[src/rtl/control_unit_pkg.sv]
// control_unit_pkg: opcode enum, instruction field positions and control struct for control_unit
package control_unit_pkg;
  typedef enum logic [3:0] {
    OP_NOP, OP_ADD, OP_SUB, OP_AND, OP_OR, OP_XOR,
    OP_ADDI, OP_LOAD, OP_STORE, OP_BEQ, OP_JMP, OP_MOVI
  } op_e;
  localparam int OPC_MSB = 31;
  localparam int OPC_LSB = 28;
  localparam int RD_MSB  = 27;
  localparam int RD_LSB  = 23;
  localparam int RS1_MSB = 22;
  localparam int RS1_LSB = 18;
  localparam int RS2_MSB = 17;
  localparam int RS2_LSB = 13;
  localparam int IMM_MSB = 7;
  localparam int IMM_LSB = 0;
  typedef struct packed {
    logic reg_write;
    logic use_imm;
    logic mem_read;
    logic mem_write;
    logic branch;
    logic jump;
    logic illegal;
  } ctrl_t;
endpackage

[src/rtl/control_unit_opcode_decoder.sv]
// opcode_decoder: combinational 4-bit opcode (op) to datapath control struct (ctrl)
module opcode_decoder
  import control_unit_pkg::*;
(
  input  logic [3:0] op,
  output ctrl_t      ctrl
);
  always_comb begin
    ctrl = '0;
    ctrl.reg_write = (op >= OP_ADD && op <= OP_LOAD) || op == OP_MOVI;
    ctrl.use_imm   = op >= OP_ADDI && op <= OP_MOVI;
    ctrl.mem_read  = op == OP_LOAD;
    ctrl.mem_write = op == OP_STORE;
    ctrl.branch    = op == OP_BEQ;
    ctrl.jump      = op == OP_JMP;
    ctrl.illegal   = op > OP_MOVI;
  end
endmodule

[src/rtl/control_unit.sv]
// control_unit: registered decoder; addr (instruction) in, raw fields and datapath enables out one cycle later
module control_unit
  import control_unit_pkg::*;
(
  input  logic        clk,
  input  logic        rst,
  input  logic [31:0] addr,
  output logic [7:0]  number,
  output logic [3:0]  opcode,
  output logic [4:0]  addr1,
  output logic [4:0]  addr2,
  output logic [4:0]  addr3,
  output logic        reg_write,
  output logic        use_imm,
  output logic        mem_read,
  output logic        mem_write,
  output logic        branch,
  output logic        jump,
  output logic        illegal
);
  ctrl_t ctrl;
  logic  unused_rsvd;
  assign unused_rsvd = ^addr[12:8];
  opcode_decoder u_dec (
    .op  (addr[OPC_MSB:OPC_LSB]),
    .ctrl(ctrl)
  );
  always_ff @(posedge clk) begin
    if (rst) begin
      {number, opcode, addr1, addr2, addr3} <= '0;
      {reg_write, use_imm, mem_read, mem_write, branch, jump, illegal} <= '0;
    end else begin
      number <= addr[IMM_MSB:IMM_LSB];
      opcode <= addr[OPC_MSB:OPC_LSB];
      addr1  <= addr[RD_MSB:RD_LSB];
      addr2  <= addr[RS1_MSB:RS1_LSB];
      addr3  <= addr[RS2_MSB:RS2_LSB];
      {reg_write, use_imm, mem_read, mem_write, branch, jump, illegal} <= ctrl;
    end
  end
endmodule

[config.mk]
export PLATFORM = sky130hd
export DESIGN_NAME = control_unit
export DESIGN_NICKNAME = d
export VERILOG_FILES = /design/src/rtl/control_unit_pkg.sv /design/src/rtl/control_unit_opcode_decoder.sv /design/src/rtl/control_unit.sv
export SDC_FILE = /design/constraint.sdc
export NUM_CORES = 1
export LEC_CHECK = 0
export BUFFER_PORTS_ARGS = -buffer_cell sky130_fd_sc_hd__buf_4
export CORE_ASPECT_RATIO = 1.4
export CORE_UTILIZATION = 39
export DETAILED_ROUTE_END_ITERATION = 8
export GPL_ROUTABILITY_DRIVEN = 0
export PLACE_DENSITY = 0.77
export SYNTH_ARGS = -nofsm -noshare
export SYNTH_HDL_FRONTEND = slang
export SYNTH_SLANG_ARGS = --single-unit
export TNS_END_PERCENT = 10
[constraint.sdc]
create_clock -name clk -period 0.8 [get_ports clk]
set_clock_uncertainty 0.1 [all_clocks]
set_input_delay 0.04 -clock clk [delete_from_list [all_inputs] [get_ports clk]]
set_output_delay 0.04 -clock clk [all_outputs]
set_load 0.01 [all_outputs]
==> summary.txt <==
Route
  – Post-route DRC violation count: 7
  – Vias per inst: 4.61
  – Routed length per placed instance: 14.4 um
  – DRT Pass-1 Iters: 6
  – Final WL: 2.82 mm
  – Antenna viol nets, final: 0
  – Via count: 904
  – 1st-iter DRT viols: 15

Logic synthesis
  – Mapped Nets: ~110
  – Synth area leader: dfxtp_1
  – Ys async rst share: 0%
  – Mapped cell area: 960 um^2
  – Syn Inst Count: 78
  – Post-synth top area share: 70.9%
  – Top post-synthesis cells by count: 34 x dfxtp_1, 27 x nor2b_1, 2 x buf_2
  – Synth warn: 0
  – Dominant synthesized flop cell: dfxtp_1
  – Most numerous cell in the Yosys netlist: dfxtp_1
  – Synth cell types: 18
  – Mean Syn Cell Area: 12.3 um^2
  – Top cells by area, synth: dfxtp_1 71%, nor2b_1 18%, nor4b_2 1.6%
  – Number of enable flip-flop cells after synthesis: 0
  – Register area share after synthesis: 70.9%
  – #FFs+latches synth: 34

Status
  – Failing checks: design-rule violations, negative hold slack, negative setup slack
  – Status: finished, violations left

Global route
  – All-Layer GR Usage: 22.5%
  – Largest net degree at the start of global routing: 18
  – Vias in the first global route: approximately 920
  – First-pass GRT wire length: 4.08 mm
  – Gr ovfl total: 0
  – Initial antenna violation count: 0

STA
  – Final number of hold-violating endpoints: 12
  – Highest clock rate: 1090 MHz
  – Fin crit period: 0.916 ns
  – Worst slew pin tran: ~0.22 ns
  – RSZ-0062 raised after global routing: true
  – Min Hold Slack: -0.192 ns
  – Slew margin rel.: between 80% and 90%
  – Setup violations, final: 34
  – Count of pins over their slew limit: 0
  – Post-route clock period utilization: 114%
  – Post-Route Setup TNS: -3.55 ns
  – Final WS setup: -0.116 ns

Critical path
  – CP peak stage delay: 0.33 ns
  – CP startpoint: addr1[1]
  – Slowest CP cell: dfxtp_2
  – CP Capture Type: output pin
  – Worst Setup EP: addr1[1]
  – CP Cell Sequence: buf_6
  – Crit. path cell count: 1
  – Critical path arrival: 0.78 ns
  – WS Path Type: reg -> out
  – Top Family by Delay on Critical Path: flip-flops
  – Critical path buffer and inverter count: 1
  – Peak fanout along the critical path: 1
  – CP Launch Type: flop
  – CP Data Required Time: 0.66 ns

Clocking
  – CTS Buf Count: 5
  – Clock-pin slew on the worst setup and hold paths: 0.09 ns
  – CTS Buffer Depth: 2
  – Root Driver: clkbuf_4
  – Post-CTS setup buffer count: 0
  – CTS tree: yes
  – H-Tree Depth: 2
  – Clk sinks: 34

Place
  – Post-DP Area: 1460 um^2
  – Post-DP HPWL: 1.39 mm
  – Placed cells: 160
  – IO Port Bufs: 62

Finish
  – Layout cells sized above 1: 58.0%
  – Multi-input logic area: 258 um^2
  – Total Nets Final: 208
  – Filler instances: 106
  – Flip-flop and latch area: 717 um^2
  – Design area: 1960 um^2
  – Diodes inserted: 0
  – Layout area overhead: 105%
  – Final core occ: around 87%
  – Final non-filler cell total: 196

Power
  – Max IR drop VDD: between 1 and 1.5 mV
  – Lkg Pwr: 0.912 nW
  – P per Cell Area: about 1700 nW/um^2

Floorplan
  – Area of the core: around 2300 um^2
  – FP Rows: 20
  – Initial cell density of the core: 42.6%
  – DIE WIDTH: 43.9 um
  – Die extent in y: slightly above 60 um
  – I/O pin total: 68
  – Die area: 2670 um^2

Flow run
  – Max capacitance violation total: 0

Worst hold path
  – Min-Delay Path Class: in -> reg
where the power goes:
part / internal (W) / switching, W / total [W] / leakage, nW
Clock: 0.000331 / 0.000508 / 0.000839 / 0.0254
Combinational: 0.000386 / 0.000191 / 0.000577 / 0.595
Sequential: 0.00179 / 0.0000394 / 0.00183 / 0.291
cells in the final DEF (no fill, tap or decap), drive strengths merged:
cell / Yosys / routed
and3: 1 / 1
nor4: 2 / 2
clkbuf: 0 / 7
dlygate4sd3: 0 / 27
nand2b: 1 / 1
nor2: 2 / 2
and2: 1 / 1
a21oi: 1 / 1
a21o: 1 / 1
nand2: 1 / 1
nor3: 1 / 1
nor4b: 1 / 1
dlymetal6s4s: 0 / 2
buf: 3 / 63
o21ai: 1 / 1
dfxtp: 34 / 34
nor2b: 27 / 27
inv: 1 / 1
metal layers:
metal	share of wire [%]	GRT usage, %	up-vias	wire length, um
met5	0	0	-	0
met1	31	17.7	407	866
li1	-	-	436	-
met3	11	10.7	6	313
met2	56	44.8	55	1590
met4	1.8	10.4	0	52
worst min path at each step:
stage,slack [ns],from,depth (start not counted),endpoint
after floorplan,0.01,addr[28],1,jump
after global placement,0.14,addr[28],2,jump
after detailed placement,0.15,addr[28],2,jump
after CTS,-0.22,addr[29],2,mem_write
after global routing,-0.21,addr[29],2,branch
final,-0.19,addr[29],2,mem_write
sequential cells by signal (all words and copies together), names as in the netlist:
signal and cells:
illegal 1, addr1 5, number 8, addr3 5, addr2 5, mem_write 1, branch 1, reg_write 1
jump 1, opcode 4, mem_read 1, use_imm 1
stage by stage:
stage	power [W]	setup WS, ns
6_report	0.00325	-0.116
5_1_grt	0.00337	-0.147
4_1_cts	0.00325	-0.128
3_5_place_dp	0.00223	0.0101
3_3_place_gp	0.00222	0.0428
2_1_floorplan	0.00197	0.200
cell families (layout without fill, tap and decap cells):
kind of cell           count (synthesis)  after routing  share of synthesized area (%)
AOI/OAI and AO/OA                      3              3                           1.82
DFF                                   34             34                           70.9
buffers and inverters                  4            100                           2.22
and+or+nand+nor                       37             37                           25.0
cell type report:
type	instances	area share [%]
multi-input combinational	40	13.1
inverter	1	0.191
timing repair buffer	92	46.5
sequential	34	36.5
tap	22	1.40
clock buffer	7	2.29
what timing repair did:
action	in CTS	in global routing
hold buffers	28	1
resized for setup	56	10
endpoints found under the setup margin	34	40
hold endpoints to repair	34	13
pin swaps	0	0
Note: power is estimated with default switching activity, not from simulation.
